`src/rtl/decoder_seq.sv`:
```
// decoder_seq: registered one-hot / thermometer decoder with a sweep mode.
// A single output register gives a one-stage, full-throughput pipeline in
// PASS; a sweep request walks a one-hot bit through all OUT_W positions,
// optionally separated by DWELL idle cycles, before returning to PASS.
module decoder_seq #(
   parameter  int IN_W  = 2,
   parameter  int DWELL = 0,
   localparam int OUT_W = 2**IN_W
) (
   input  logic             clk,
   input  logic             rst_n,
   input  logic             in_valid,
   output logic             in_ready,
   input  logic [IN_W-1:0]  in_code,
   input  logic [1:0]       mode,
   output logic             out_valid,
   input  logic             out_ready,
   output logic [OUT_W-1:0] out,
   output logic             busy
);

   typedef enum logic {
      ST_PASS  = 1'b0,
      ST_SWEEP = 1'b1
   } state_t;

   typedef enum logic [1:0] {
      MODE_ONEHOT = 2'b00,
      MODE_THERMO = 2'b01,
      MODE_SWEEP  = 2'b10,
      MODE_RSVD   = 2'b11
   } mode_t;

   // Word count of the final sweep word and the dwell reload value.
   localparam logic [IN_W:0] LAST_WORD = (IN_W+1)'(OUT_W - 1);
   localparam logic [7:0]    DWELL_CYC = 8'(DWELL);
   localparam bit            NO_DWELL  = (DWELL == 0);

   state_t            r_state, w_state_nxt;
   logic [OUT_W-1:0]  r_out, w_out_nxt;
   logic              r_out_valid, w_out_valid_nxt;
   logic [IN_W-1:0]   r_idx, w_idx_nxt;          // current sweep position
   logic [IN_W:0]     r_word_cnt, w_word_cnt_nxt; // sweep words presented - 1
   logic [7:0]        r_dwell_cnt, w_dwell_cnt_nxt;

   logic              w_accept;
   logic              w_out_hs;
   logic [IN_W-1:0]   w_idx_inc;
   logic [OUT_W-1:0]  w_onehot;
   logic [OUT_W-1:0]  w_thermo;
   logic [OUT_W-1:0]  w_sweep_cur;
   logic [OUT_W-1:0]  w_sweep_inc;

   // Only PASS can take a request, and only when the output slot frees up.
   assign in_ready  = rst_n && (r_state == ST_PASS) && (!r_out_valid || out_ready);
   assign w_accept  = in_valid && in_ready;
   assign w_out_hs  = r_out_valid && out_ready;
   assign w_idx_inc = r_idx + IN_W'(1);

   assign out       = r_out;
   assign out_valid = r_out_valid;
   assign busy      = (r_state == ST_SWEEP);

   // Decode the incoming code and the sweep positions into output words.
   always_comb begin
      w_onehot              = '0;
      w_onehot[in_code]     = 1'b1;
      w_sweep_cur           = '0;
      w_sweep_cur[r_idx]    = 1'b1;
      w_sweep_inc           = '0;
      w_sweep_inc[w_idx_inc] = 1'b1;
      for (int i = 0; i < OUT_W; i++) begin
         w_thermo[i] = (i <= int'(in_code));
      end
   end

   // Next-state and datapath update for both FSM states.
   always_comb begin
      // NOTE: every target gets a default first, so no path can infer a latch.
      w_state_nxt     = r_state;
      w_out_nxt       = r_out;
      w_out_valid_nxt = r_out_valid;
      w_idx_nxt       = r_idx;
      w_word_cnt_nxt  = r_word_cnt;
      w_dwell_cnt_nxt = r_dwell_cnt;

      case (r_state)
         ST_PASS: begin
            if (w_accept) begin
               w_out_valid_nxt = 1'b1;
               case (mode)
                  MODE_THERMO: w_out_nxt = w_thermo;
                  MODE_SWEEP: begin
                     w_out_nxt       = w_onehot;
                     w_idx_nxt       = in_code;
                     w_word_cnt_nxt  = '0;
                     w_dwell_cnt_nxt = '0;
                     w_state_nxt     = ST_SWEEP;
                  end
                  default:     w_out_nxt = w_onehot; // one-hot and reserved
               endcase
            end else if (w_out_hs) begin
               w_out_valid_nxt = 1'b0;
            end
         end

         ST_SWEEP: begin
            if (w_out_hs) begin
               if (r_word_cnt == LAST_WORD) begin
                  w_state_nxt     = ST_PASS;
                  w_out_valid_nxt = 1'b0;
                  w_idx_nxt       = '0;
                  w_word_cnt_nxt  = '0;
                  w_dwell_cnt_nxt = '0;
               end else begin
                  w_idx_nxt      = w_idx_inc;
                  w_word_cnt_nxt = r_word_cnt + (IN_W+1)'(1);
                  if (NO_DWELL) begin
                     w_out_nxt       = w_sweep_inc;
                     w_out_valid_nxt = 1'b1;
                  end else begin
                     w_out_valid_nxt = 1'b0;
                     w_dwell_cnt_nxt = DWELL_CYC;
                  end
               end
            end else if (!r_out_valid) begin
               // Dwell gap: r_idx already points at the next word.
               if (r_dwell_cnt <= 8'd1) begin
                  w_out_nxt       = w_sweep_cur;
                  w_out_valid_nxt = 1'b1;
                  w_dwell_cnt_nxt = '0;
               end else begin
                  w_dwell_cnt_nxt = r_dwell_cnt - 8'd1;
               end
            end
         end

         default: w_state_nxt = ST_PASS;
      endcase
   end

   // State register with synchronous active-low reset.
   always_ff @(posedge clk) begin
      // NOTE: the output word is reset too, so out reads 0 straight after reset.
      if (!rst_n) begin
         r_state     <= ST_PASS;
         r_out       <= '0;
         r_out_valid <= 1'b0;
         r_idx       <= '0;
         r_word_cnt  <= '0;
         r_dwell_cnt <= '0;
      end else begin
         // NOTE: non-blocking so every register samples pre-edge values.
         r_state     <= w_state_nxt;
         r_out       <= w_out_nxt;
         r_out_valid <= w_out_valid_nxt;
         r_idx       <= w_idx_nxt;
         r_word_cnt  <= w_word_cnt_nxt;
         r_dwell_cnt <= w_dwell_cnt_nxt;
      end
   end

endmodule

```
`config.mk`:
```
export PLATFORM = sky130hd
export DESIGN_NAME = decoder_seq
export DESIGN_NICKNAME = d
export VERILOG_FILES = /design/src/rtl/decoder_seq.sv
export SDC_FILE = /design/constraint.sdc
export NUM_CORES = 1
export LEC_CHECK = 0
export CORE_MARGIN = 10
export CORE_UTILIZATION = 45
export CTS_BUF_LIST = sky130_fd_sc_hd__clkbuf_2
export CTS_CLUSTER_DIAMETER = 100
export CTS_CLUSTER_SIZE = 8
export DETAILED_ROUTE_END_ITERATION = 10
export PLACE_DENSITY = 0.76
export SYNTH_ARGS = -nofsm -noshare
export SYNTH_HDL_FRONTEND = slang
export SYNTH_SLANG_ARGS = --single-unit
```
`constraint.sdc`:
```
create_clock -name clk -period 4.7 [get_ports clk]
set_input_delay 0.94 -clock clk [delete_from_list [all_inputs] [get_ports clk]]
set_output_delay 0.94 -clock clk [all_outputs]
set_load 0.05 [all_outputs]
```
Word-level counts from Yosys, hierarchy flattened
Index checks and enable logic that the tools add are counted.
Widths: inputs -> output; s select.
{"block": "classes", "addsub": 3, "mux": 41, "order_cmp": 10, "n_bitwise": 1, "n_eq_ne": 11, "reduce_logical": 12}
{"operator": "$mux 8", "n": 6}
{"operator": "$mux 4", "n": 6}
{"operator": "$pmux 8 s2", "n": 1}
{"operator": "$mux 1", "n": 12}
{"operator": "$mux 3", "n": 4}
{"operator": "$lt 2x3->1 const B", "n": 3}
{"operator": "$le 8x1->1 const B", "n": 1}
{"operator": "$mux 2", "n": 4}
{"operator": "$pmux 4 s2", "n": 1}
{"operator": "$reduce_and 4->1", "n": 2}
{"operator": "$sub 8x1->8 const B", "n": 1}
{"operator": "$logic_and 1x1->1", "n": 7}
{"operator": "$demux 1 s2", "n": 3}
{"operator": "$ge 2x1->1 const B", "n": 3}
{"operator": "$ne 3x2->1 const B", "n": 2}
{"operator": "$ne 3x3->1 const B", "n": 2}
{"operator": "$pmux 3 s2", "n": 1}
{"operator": "$le 2x2->1 const A", "n": 2}
{"operator": "$ne 2x1->1 const B", "n": 2}
{"operator": "$pmux 1 s2", "n": 2}
{"operator": "$pmux 2 s2", "n": 1}
{"operator": "$add 3x1->3 const B", "n": 1}
{"operator": "$eq 3x2->1 const B", "n": 1}
{"operator": "$ne 3x1->1 const B", "n": 1}
{"operator": "9 further kinds", "n": 9}
{"block": "word_totals", "inputBits": 8, "regBits": 19, "word_cells": 84}

Depth between registers and ports, before layout
Gate-level depths: netlist (run 1).
{"block": "depth", "ltp_word": 8, "ltp_mapped": 7, "mapped_depth_nobuf": 7}

Worst setup path after synthesis (run 1)
OpenSTA, ideal clock, no wires.
{"block": "synth_timing", "path_kind": "input-to-output", "startpoint": "in rst_n", "endpoint": "out in_ready", "arrival_ps": 2277, "t_required_ps": 3760, "path_stages": 3, "path_slack_ps": 1483, "cell_sequence": "buf_2 inv_2 nor3_1"}
{"block": "synth_via", "elab_chain_len": 2}
{"item": "start, declared", "line_no": "11", "source": "input logic rst_n,"}
{"item": "$logic_and 1x1->1 (2 in a row)", "line_no": "55", "source": "assign in_ready = rst_n && (r_state == ST_PASS) && (!r_out_valid || out_ready);"}
{"item": "end, declared", "line_no": "13", "source": "output logic in_ready,"}
Every way passes these cells.

Worst setup path in the final report (run 1)
Ends and elaborated chain as after synthesis.

==> flow_summary.json, run 1 <==
{
  "synth_flop_cell": "dfxtp_1",
  "postCtsHoldBufs": 0,
  "swShare_pct": 32.85,
  "whs_ns": 0.4747,
  "path_clk_slew_ns": 0.20,
  "hold_viol": 0,
  "grt_max_degree": 20,
  "row_count": 17,
  "netlist_instances": 133,
  "outcome": "completed",
  "critPathArrivalTime_ns": 2.78,
  "wl_per_cell_um": 13.59,
  "cp-start-kind": "input port",
  "fmax_mhz": 268.8,
  "portBuffers": 14,
  "ys_seq_area_share_pct": 34.51,
  "fin_crit_sh_pct": 79.16,
  "routed_wl_um": 2392,
  "core_um2": 2276,
  "cts_tree": "done",
  "clk_path_buf_depth": 2,
  "cp_max_fo": 10,
  "ys_seq_elements": 19,
  "cts_max_level": 1,
  "p_seq_share_pct": 53.7,
  "crit_required_ns": 3.76,
  "synth_top_family_by_area": "simple AND/OR/NAND/NOR gates",
  "setup_tns_ns": 0,
  "cp-end-kind": "output pin",
  "async_flop_share_pct": 0,
  "synth_nets": 148,
  "cts_root_buf": "clkbuf_2",
  "fillerInstances": 201,
  "post_cts_resized": 0,
  "p_int_w": 0.0002237,
  "finClkSkew_ns": 0.02794,
  "synth_cell_type_count": 38,
  "drt_iter0_drc": 24,
  "power.switching_w": 0.0001094,
  "avgSynthCellArea_um2": 8.288,
  "diodes": 0,
  "slew_headroom_pct": 54.49,
  "viasPerCell": 5.636,
  "final_max_slew_viol_count": 0,
  "synth_xor_area_share_pct": 5.562,
  "yosys.area_share.simple_pct": 23.50,
  "die_x_um": 69.50,
  "final_cell_mix": "19 x dfxtp_1, 16 x nor2_1, 14 x clkdlybuf4s50_1",
  "period_minus_slack_ns": 3.721,
  "power_density_nw_per_um2": 258.5,
  "vias": 992,
  "placed_area_um2": 1269,
  "synthAdderAreaFrac_pct": 7.946,
  "critPathKind": "input port to output pin",
  "cts_buffers": 3,
  "fin_nets": 164,
  "yosys-mux-area-fraction_pct": 1.816,
  "layout-drive-gt1-share_pct": 7.432,
  "ys_warn_count": 0,
  "grt_pass1_wl_um": 4222,
  "comb_power_share_pct": 24.6,
  "rsz0062_at_grt": "no",
  "ant_nets": 0,
  "p_leak_nw": 0.4888,
  "antenna_found_initial": 0,
  "synth_edf_count": 0,
  "start_util_pct": 48.43,
  "post_cts_buffers": 0,
  "ios": 15,
  "firstDrtPassIters": 4,
  "overflow": 0,
  "worst_pin_slew_ns": 0.6817,
  "area_delta_synth_final_pct": 16.91,
  "layout_commonest_cell": "dfxtp_1",
  "clkPwrFrac_pct": 21.7,
  "syn_area_um2": 1102,
  "die_area_um2": 4830,
  "hold_path_class": "register to register",
  "drc": 0,
  "gr-usage-all-layers_pct": 10.03,
  "grt_pass1_vias": 927,
  "cts.sinks": 19,
  "clock_latency_ns": 0.33,
  "ir_drop_uv": 201.0,
  "die-height_um": 69.50,
  "setup_viol": 0,
  "dp_hpwl_um": 1823,
  "routabilityCongestion": 0.8748,
  "fin_area_um2": 1289,
  "cap_violations": 0,
  "synth_compound_area_share_pct": 22.13
}
metal layers:
layer  wire (um)  up-vias  global-route usage [%]
li1            -      505                       -
met1        1151      462                   12.70
met2        1104       20                   15.32
met3          93        5                   2.568
met4          42        0                   4.656
met5           0        -                       0
synth_stat cells, types with 2 or more instances:
| cell | n | share of area, % |
|---|---|---|
| a211oi_1 | 5 | 3.4 |
| a21oi_1 | 7 | 3.2 |
| clkbuf_1 | 3 | 1.0 |
| dfxtp_1 | 19 | 35 |
| ha_1 | 7 | 7.9 |
| inv_1 | 8 | 2.7 |
| mux2i_1 | 2 | 1.8 |
| nand2_1 | 13 | 4.4 |
| nand2b_1 | 2 | 1.1 |
| nand3_1 | 4 | 1.8 |
| nor2_1 | 16 | 5.4 |
| nor2b_1 | 3 | 1.7 |
| nor3_1 | 2 | 0.91 |
| nor4_1 | 2 | 1.1 |
| o211ai_1 | 2 | 1.4 |
| o21ai_0 | 10 | 4.5 |
| o22ai_1 | 2 | 1.1 |
| xor2_1 | 6 | 4.8 |
worst max-delay path, cell delays in order:
cell             delay [ns]
clkdlybuf4s50_1        0.65
inv_2                  0.16
nor3_1                 0.20
clkdlybuf4s50_1        0.83
final timing paths:
| path | start | endpoint | slack (ns) | depth (start not counted) |
|---|---|---|---|---|
| worst max-delay path | rst_n | in_ready | 0.98 | 4 |
| worst min-delay path | out[2]$_SDFFE_PN0P_ | out[2]$_SDFFE_PN0P_ | 0.47 | 2 |
| worst min register to register | out[2]$_SDFFE_PN0P_ | out[2]$_SDFFE_PN0P_ | 0.47 | 2 |
| worst max register to register | busy$_SDFF_PN0_ | r_dwell_cnt[6]$_SDFFE_PN0P_ | 2.29 | 5 |
cell families after synthesis:
| family | after synthesis |
|---|---|
| mux | 2 |
| simple gates | 51 |
| compound gates | 34 |
| fa+ha+maj | 7 |
| buf+inv | 13 |
| xor+xnor | 7 |
| flops | 19 |
layout make-up:
type / instances / area, um2 / share of cell area [%]
clock buffers: 3 / 15.01 / 1.165
clock inverters: 1 / 5.005 / 0.3883
inverters: 9 / 33.78 / 2.621
multi-input cells: 101 / 671.9 / 52.14
flip-flops and latches: 19 / 380.4 / 29.51
well taps: 28 / 35.03 / 2.718
repair buffers: 15 / 147.6 / 11.46
power groups by stage:
stage | registers (W) | logic, W | clock network (W)
CTS | 0.000179 | 0.0000823 | 0.0000742
global placement | 0.000182 | 0.0000804 | 0
floorplan | 0.000189 | 0.0000502 | 0
finish | 0.000179 | 0.0000818 | 0.0000723
global route | 0.000180 | 0.0000909 | 0.0000785
detailed placement | 0.000182 | 0.0000814 | 0
registers in the layout, summed over array words and instances, names as in the netlist:
signal,flops
busy,1
out,4
out_valid,1
r_dwell_cnt,8
r_idx,2
r_word_cnt,3
through the flow:
| step | total power, W | cells | util, % | setup WS [ns] |
|---|---|---|---|---|
| after floorplan | 0.0002392 | 133 | - | 1.483 |
| after global placement | 0.0002621 | 172 | 55.74 | 0.9947 |
| after detailed placement | 0.0002635 | 172 | 55.74 | 1.001 |
| after CTS | 0.0003353 | 176 | 56.62 | 0.9778 |
| after global routing | 0.0003499 | 176 | 56.62 | 0.8324 |
| final | 0.0003331 | 176 | 56.62 | 0.9794 |
(Power assumes the default switching activity.)
==> run 2, diff against run 1 <==
PLACE_DENSITY = 0.78   (was 0.76)
clock period = 3.4 ns   (was 4.7 ns; I/O delays follow)
==> run 2 against run 1 <==
Sequential power rose by 38%. Setup slack got worse by 0.32 ns. Critical path depth fell by 3. Via count fell by 1.1%. Sequential share of layout area rose by 0.058 points. Clock skew fell by 0.014 ns. Worst hold slack got worse by 0.0087 ns. Global-route usage rose by 0.36 points. Non-clock buffer count did not move. Routed wire length rose by 6.1%. Clock power rose by 47%. Critical endpoint is now busy. Largest power group unchanged. Highest routed layer unchanged.
==> flow_summary.json, run 2 (synthesis results as in run 1) <==
{
  "vias": 981,
  "die-height_um": 69.50,
  "cts_tree": "done",
  "dp_hpwl_um": 2004,
  "layout_commonest_cell": "dfxtp_1",
  "cts_max_level": 1,
  "slew_headroom_pct": 54.85,
  "postLayoutCoreUtil_pct": 56.51,
  "grt_max_degree": 20,
  "p_leak_nw": 0.4901,
  "cts_buffers": 3,
  "fmax_mhz": 364.6,
  "rsz0062_at_grt": "no",
  "viasPerCell": 5.574,
  "die_x_um": 69.50,
  "routabilityCongestion": 0.9030,
  "gr-usage-all-layers_pct": 10.39,
  "grt_pass1_wl_um": 4284,
  "worst-path-stages": 1,
  "final_max_slew_viol_count": 0,
  "core_um2": 2276,
  "antenna_found_initial": 0,
  "diodes": 0,
  "ir_drop_uv": 304.2,
  "cts.sinks": 19,
  "clk_path_buf_depth": 2,
  "critPathTopFamily": "buffers and inverters",
  "area_delta_synth_final_pct": 16.69,
  "overflow": 0,
  "die_area_um2": 4830,
  "grt_pass1_vias": 976,
  "power_density_nw_per_um2": 363.1,
  "critPathKind": "register to output pin",
  "largest_reg_flops": 8,
  "postCtsHoldBufs": 0,
  "period_minus_slack_ns": 2.742,
  "worst_pin_slew_ns": 0.6763,
  "routed_wl_um": 2538,
  "cap_violations": 0,
  "clock_latency_ns": 0.33,
  "cpPeakStageDelay_ns": 0.93,
  "placed_area_um2": 1266,
  "reg2reg_to": "r_dwell_cnt[5]$_SDFFE_PN0P_",
  "drc": 0,
  "cp-start-kind": "register",
  "start_util_pct": 48.43,
  "r2r_setup_slack_ns": 0.94,
  "setup_tns_ns": 0,
  "portBuffers": 14,
  "critPathArrivalTime_ns": 2.06,
  "firstDrtPassIters": 4,
  "hold_path_class": "register to register",
  "crit_start": "busy$_SDFF_PN0_",
  "setup_viol": 0,
  "post_cts_resized": 0,
  "ant_nets": 0,
  "drt_iter0_drc": 50,
  "fin_crit_sh_pct": 80.66,
  "r2r_cells": 5,
  "cp_max_fo": 19,
  "largest_register": "r_dwell_cnt",
  "path_clk_slew_ns": 0.19,
  "critical_path_buf_inv_count": 1,
  "outcome": "completed",
  "cts_root_buf": "clkbuf_2",
  "fin_area_um2": 1286,
  "final_cell_mix": "19 x dfxtp_1, 16 x nor2_1, 13 x nand2_1, 13 x clkdlybuf4s50_1, 10 x o21ai_0",
  "fin_nets": 164,
  "critPathCapture": "busy",
  "row_count": 17,
  "slowest_stage": "clkdlybuf4s50_1",
  "ios": 15,
  "crit_required_ns": 2.72,
  "wl_per_cell_um": 14.42,
  "layout-drive-gt1-share_pct": 8.108,
  "finClkSkew_ns": 0.01377,
  "crit_chain": "clkdlybuf4s50_1",
  "post_cts_buffers": 0,
  "regToRegStartpoint": "busy$_SDFF_PN0_",
  "hold_viol": 0,
  "cp-end-kind": "output pin"
}
-- run 2: changes by cell type in the layout (fill, tap and decap cells not counted), sizes merged --
cell           delta
buf               +1
clkbuf            +1
clkdlybuf4s50     -1
clkinv            -1
-- run 2: area by class of cell --
class / instances / area, um2
inverter: 9 / 33.78
tap: 28 / 35.03
clock buffer: 4 / 20.02
timing repair buffer: 15 / 145.1
fill: 224 / 989.7
multi-input combinational: 101 / 671.9
sequential: 19 / 380.4
-- run 2: power breakdown --
part	switching, W	internal, W
registers	0.0000127	0.000235
logic	0.0000659	0.0000477
clock network	0.0000750	0.0000311
total	0.000154	0.000313
-- run 2: how the worst min path moves through the flow --
| stage | end | start | cells past startpoint | slack, ns |
|---|---|---|---|---|
| after CTS | out[3]$_SDFFE_PN0P_ | out[3]$_SDFFE_PN0P_ | 2 | 0.47 |
| after detailed placement | out[3]$_SDFFE_PN0P_ | out[3]$_SDFFE_PN0P_ | 2 | 0.45 |
| after floorplan | r_word_cnt[2]$_SDFFE_PN0P_ | r_word_cnt[2]$_SDFFE_PN0P_ | 1 | 0.44 |
| final | out[3]$_SDFFE_PN0P_ | out[3]$_SDFFE_PN0P_ | 2 | 0.47 |
| after global routing | out[2]$_SDFFE_PN0P_ | out[2]$_SDFFE_PN0P_ | 2 | 0.50 |
| after global placement | out[2]$_SDFFE_PN0P_ | out[2]$_SDFFE_PN0P_ | 2 | 0.45 |
-- run 2: through the flow --
stage	std cells	hold slack (ns)	worst slack, ns	total power (W)
after detailed placement	172	0.4531	0.4730	0.0003657
after CTS	176	0.4740	0.6519	0.0004708
final	176	0.4660	0.6575	0.0004670
after global placement	172	0.4532	0.5546	0.0003610
after global routing	176	0.4970	0.5446	0.0004913
after floorplan	133	0.4397	0.6462	0.0003307
-- run 2: layer usage --
layer,GRT usage (%),wire length (um)
met5,0,0
met4,4.878,54
met3,3.424,85
met2,17.94,1301
met1,11.05,1098
==> run 3, diff against run 2 <==
PLACE_DENSITY = 0.76   (was 0.78)
clock period = 2.6 ns   (was 3.4 ns; I/O delays follow)
==> run 3 against run 2 <==
Core utilization up 3.2 points. Highest routed layer unchanged. Global-route usage up 0.39 points. Cell count up 4.5%. Sequential power up 31%. Combinational power up 43%. Flip-flop and latch count unchanged. Design area up 5.6%. Non-clock buffer count up 8. Clock skew down 0.0033 ns. First-iteration DRC count down 40%. Clock power up 25%. Largest cell class unchanged.
==> flow_summary.json, run 3 (synthesis results as in run 1) <==
{
  "outcome": "completed",
  "worst_pin_slew_ns": 0.5784,
  "power_density_nw_per_um2": 454.6,
  "setup_tns_ns": 0,
  "ant_nets": 0,
  "cp-start-kind": "register",
  "whs_path_depth": 2,
  "ios": 15,
  "diodes": 0,
  "finClkSkew_ns": 0.01044,
  "die-height_um": 69.50,
  "swShare_pct": 31.91,
  "rsz0062_at_grt": "no",
  "ir_drop_uv": 257.9,
  "fmax_mhz": 410.0,
  "viasPerCell": 5.440,
  "clkPwrFrac_pct": 21.3,
  "layout_commonest_cell": "dfxtp_1",
  "cts_root_buf": "clkbuf_2",
  "slowest_stage": "clkdlybuf4s50_1",
  "crit_required_ns": 2.08,
  "clk_path_buf_depth": 2,
  "clock_latency_ns": 0.31,
  "firstDrtPassIters": 6,
  "drc": 0,
  "power.switching_w": 0.0001971,
  "crit_chain": "clkdlybuf4s50_1",
  "dp_hpwl_um": 2065,
  "grt_max_degree": 16,
  "critPathArrivalTime_ns": 1.92,
  "r2r_setup_slack_ns": 0.63,
  "regToRegStartpoint": "r_dwell_cnt[2]$_SDFFE_PN0P_",
  "min_from": "r_word_cnt[1]$_SDFFE_PN0P_",
  "fillerInstances": 221,
  "start_util_pct": 48.43,
  "setup_viol": 0,
  "reg2reg_to": "out[1]$_SDFFE_PN0P_",
  "fin_crit_sh_pct": 93.81,
  "largest_reg_flops": 8,
  "final_max_slew_viol_count": 0,
  "cts_tree": "done",
  "cts.sinks": 19,
  "routabilityCongestion": 0.8140,
  "critical_path_buf_inv_count": 1,
  "p_seq_share_pct": 52.4,
  "cts_max_level": 1,
  "gr-usage-all-layers_pct": 10.78,
  "p_int_w": 0.0004206,
  "hold_path_class": "register to register",
  "fin_nets": 172,
  "row_count": 17,
  "final_cell_mix": "19 x dfxtp_1, 16 x nor2_1, 13 x nand2_1, 13 x clkdlybuf4s50_1, 10 x o21ai_0",
  "portBuffers": 14,
  "worstHoldEndpoint": "r_word_cnt[1]$_SDFFE_PN0P_",
  "area_delta_synth_final_pct": 23.27,
  "wl_per_cell_um": 14.32,
  "overflow": 0,
  "routed_wl_um": 2634,
  "critPathTopFamily": "buffers and inverters",
  "largest_register": "r_dwell_cnt",
  "cp_max_fo": 15,
  "p_leak_nw": 0.5343,
  "hold_viol": 0,
  "postCtsHoldBufs": 0,
  "post_cts_buffers": 0,
  "cap_violations": 0,
  "vias": 1001,
  "path_clk_slew_ns": 0.17,
  "drt_iter0_drc": 30,
  "comb_power_share_pct": 26.3,
  "cp-end-kind": "output pin",
  "die_area_um2": 4830,
  "layout-drive-gt1-share_pct": 12.82,
  "whs_ns": 0.4736,
  "grt_pass1_wl_um": 4567,
  "cts_buffers": 3,
  "cpPeakStageDelay_ns": 0.91,
  "r2r_cells": 5,
  "post_cts_resized": 0,
  "antenna_found_initial": 0,
  "die_x_um": 69.50,
  "period_minus_slack_ns": 2.439,
  "critPathKind": "register to output pin",
  "slew_headroom_pct": 61.44,
  "core_um2": 2276,
  "grt_pass1_vias": 1001
}
[run 3: cell count changes in the layout (fill, tap and decap cells not counted), sizes merged]
cell | previous run | this run
buf | 2 | 10
[run 3: how the worst max path moves through the flow]
stage                           to  slack (ns)       startpoint  cells past startpoint
2_1_floorplan             in_ready       0.006  busy$_SDFF_PN0_                      3
3_3_place_gp   out[1]$_SDFFE_PN0P_        0.26        out_ready                      6
3_5_place_dp   out[1]$_SDFFE_PN0P_        0.22        out_ready                      6
4_1_cts                       busy        0.19  busy$_SDFF_PN0_                      1
5_1_grt                       busy        0.11  busy$_SDFF_PN0_                      1
6_report                      busy        0.16  busy$_SDFF_PN0_                      1
[run 3: metrics by stage]
| stage | setup slack, ns | std cells | utilization [%] | power [W] | cell area (um2) |
|---|---|---|---|---|---|
| final | 0.1610 | 184 | 59.70 | 0.0006177 | 1359 |
| after global routing | 0.1122 | 184 | 59.70 | 0.0006539 | 1359 |
| after CTS | 0.1861 | 184 | 59.70 | 0.0006216 | 1359 |
| after detailed placement | 0.2235 | 180 | 58.82 | 0.0004910 | 1339 |
| after global placement | 0.2630 | 180 | 58.82 | 0.0004867 | 1339 |
| after floorplan | 0.006211 | 133 | - | 0.0004325 | 1102 |
[run 3: layer usage]
metal	up-vias	wire length (um)	global-route usage, %
met5	-	0	0
met4	0	23	1.330
li1	511	-	-
met2	16	1277	18.15
met1	470	1219	13.09
met3	4	113	3.709
[run 3: worst reg2reg max path, stage by stage (launching register included)]
cell and delay [ns]:
dfxtp_1 0.39, or4_4 0.58, o311a_4 0.39, a221oi_4 0.23, nor2_1 0.09, a31o_2 0.21
[run 3: cell type report]
type	instances	area (um2)	area share, %
Clock buffer	4	20.02	1.473
Multi-Input combinational cell	101	671.9	49.45
Tap cell	28	35.03	2.578
Timing Repair Buffer	23	217.7	16.02
Sequential cell	19	380.4	27.99
Inverter	9	33.78	2.486
[run 3: power groups by stage]
stage	combinational (W)	sequential (W)	clock (W)
final	0.000163	0.000323	0.000132
after detailed placement	0.000162	0.000329	0
after global routing	0.000181	0.000326	0.000147
after floorplan	0.0000908	0.000342	0
after CTS	0.000163	0.000323	0.000136
after global placement	0.000159	0.000328	0
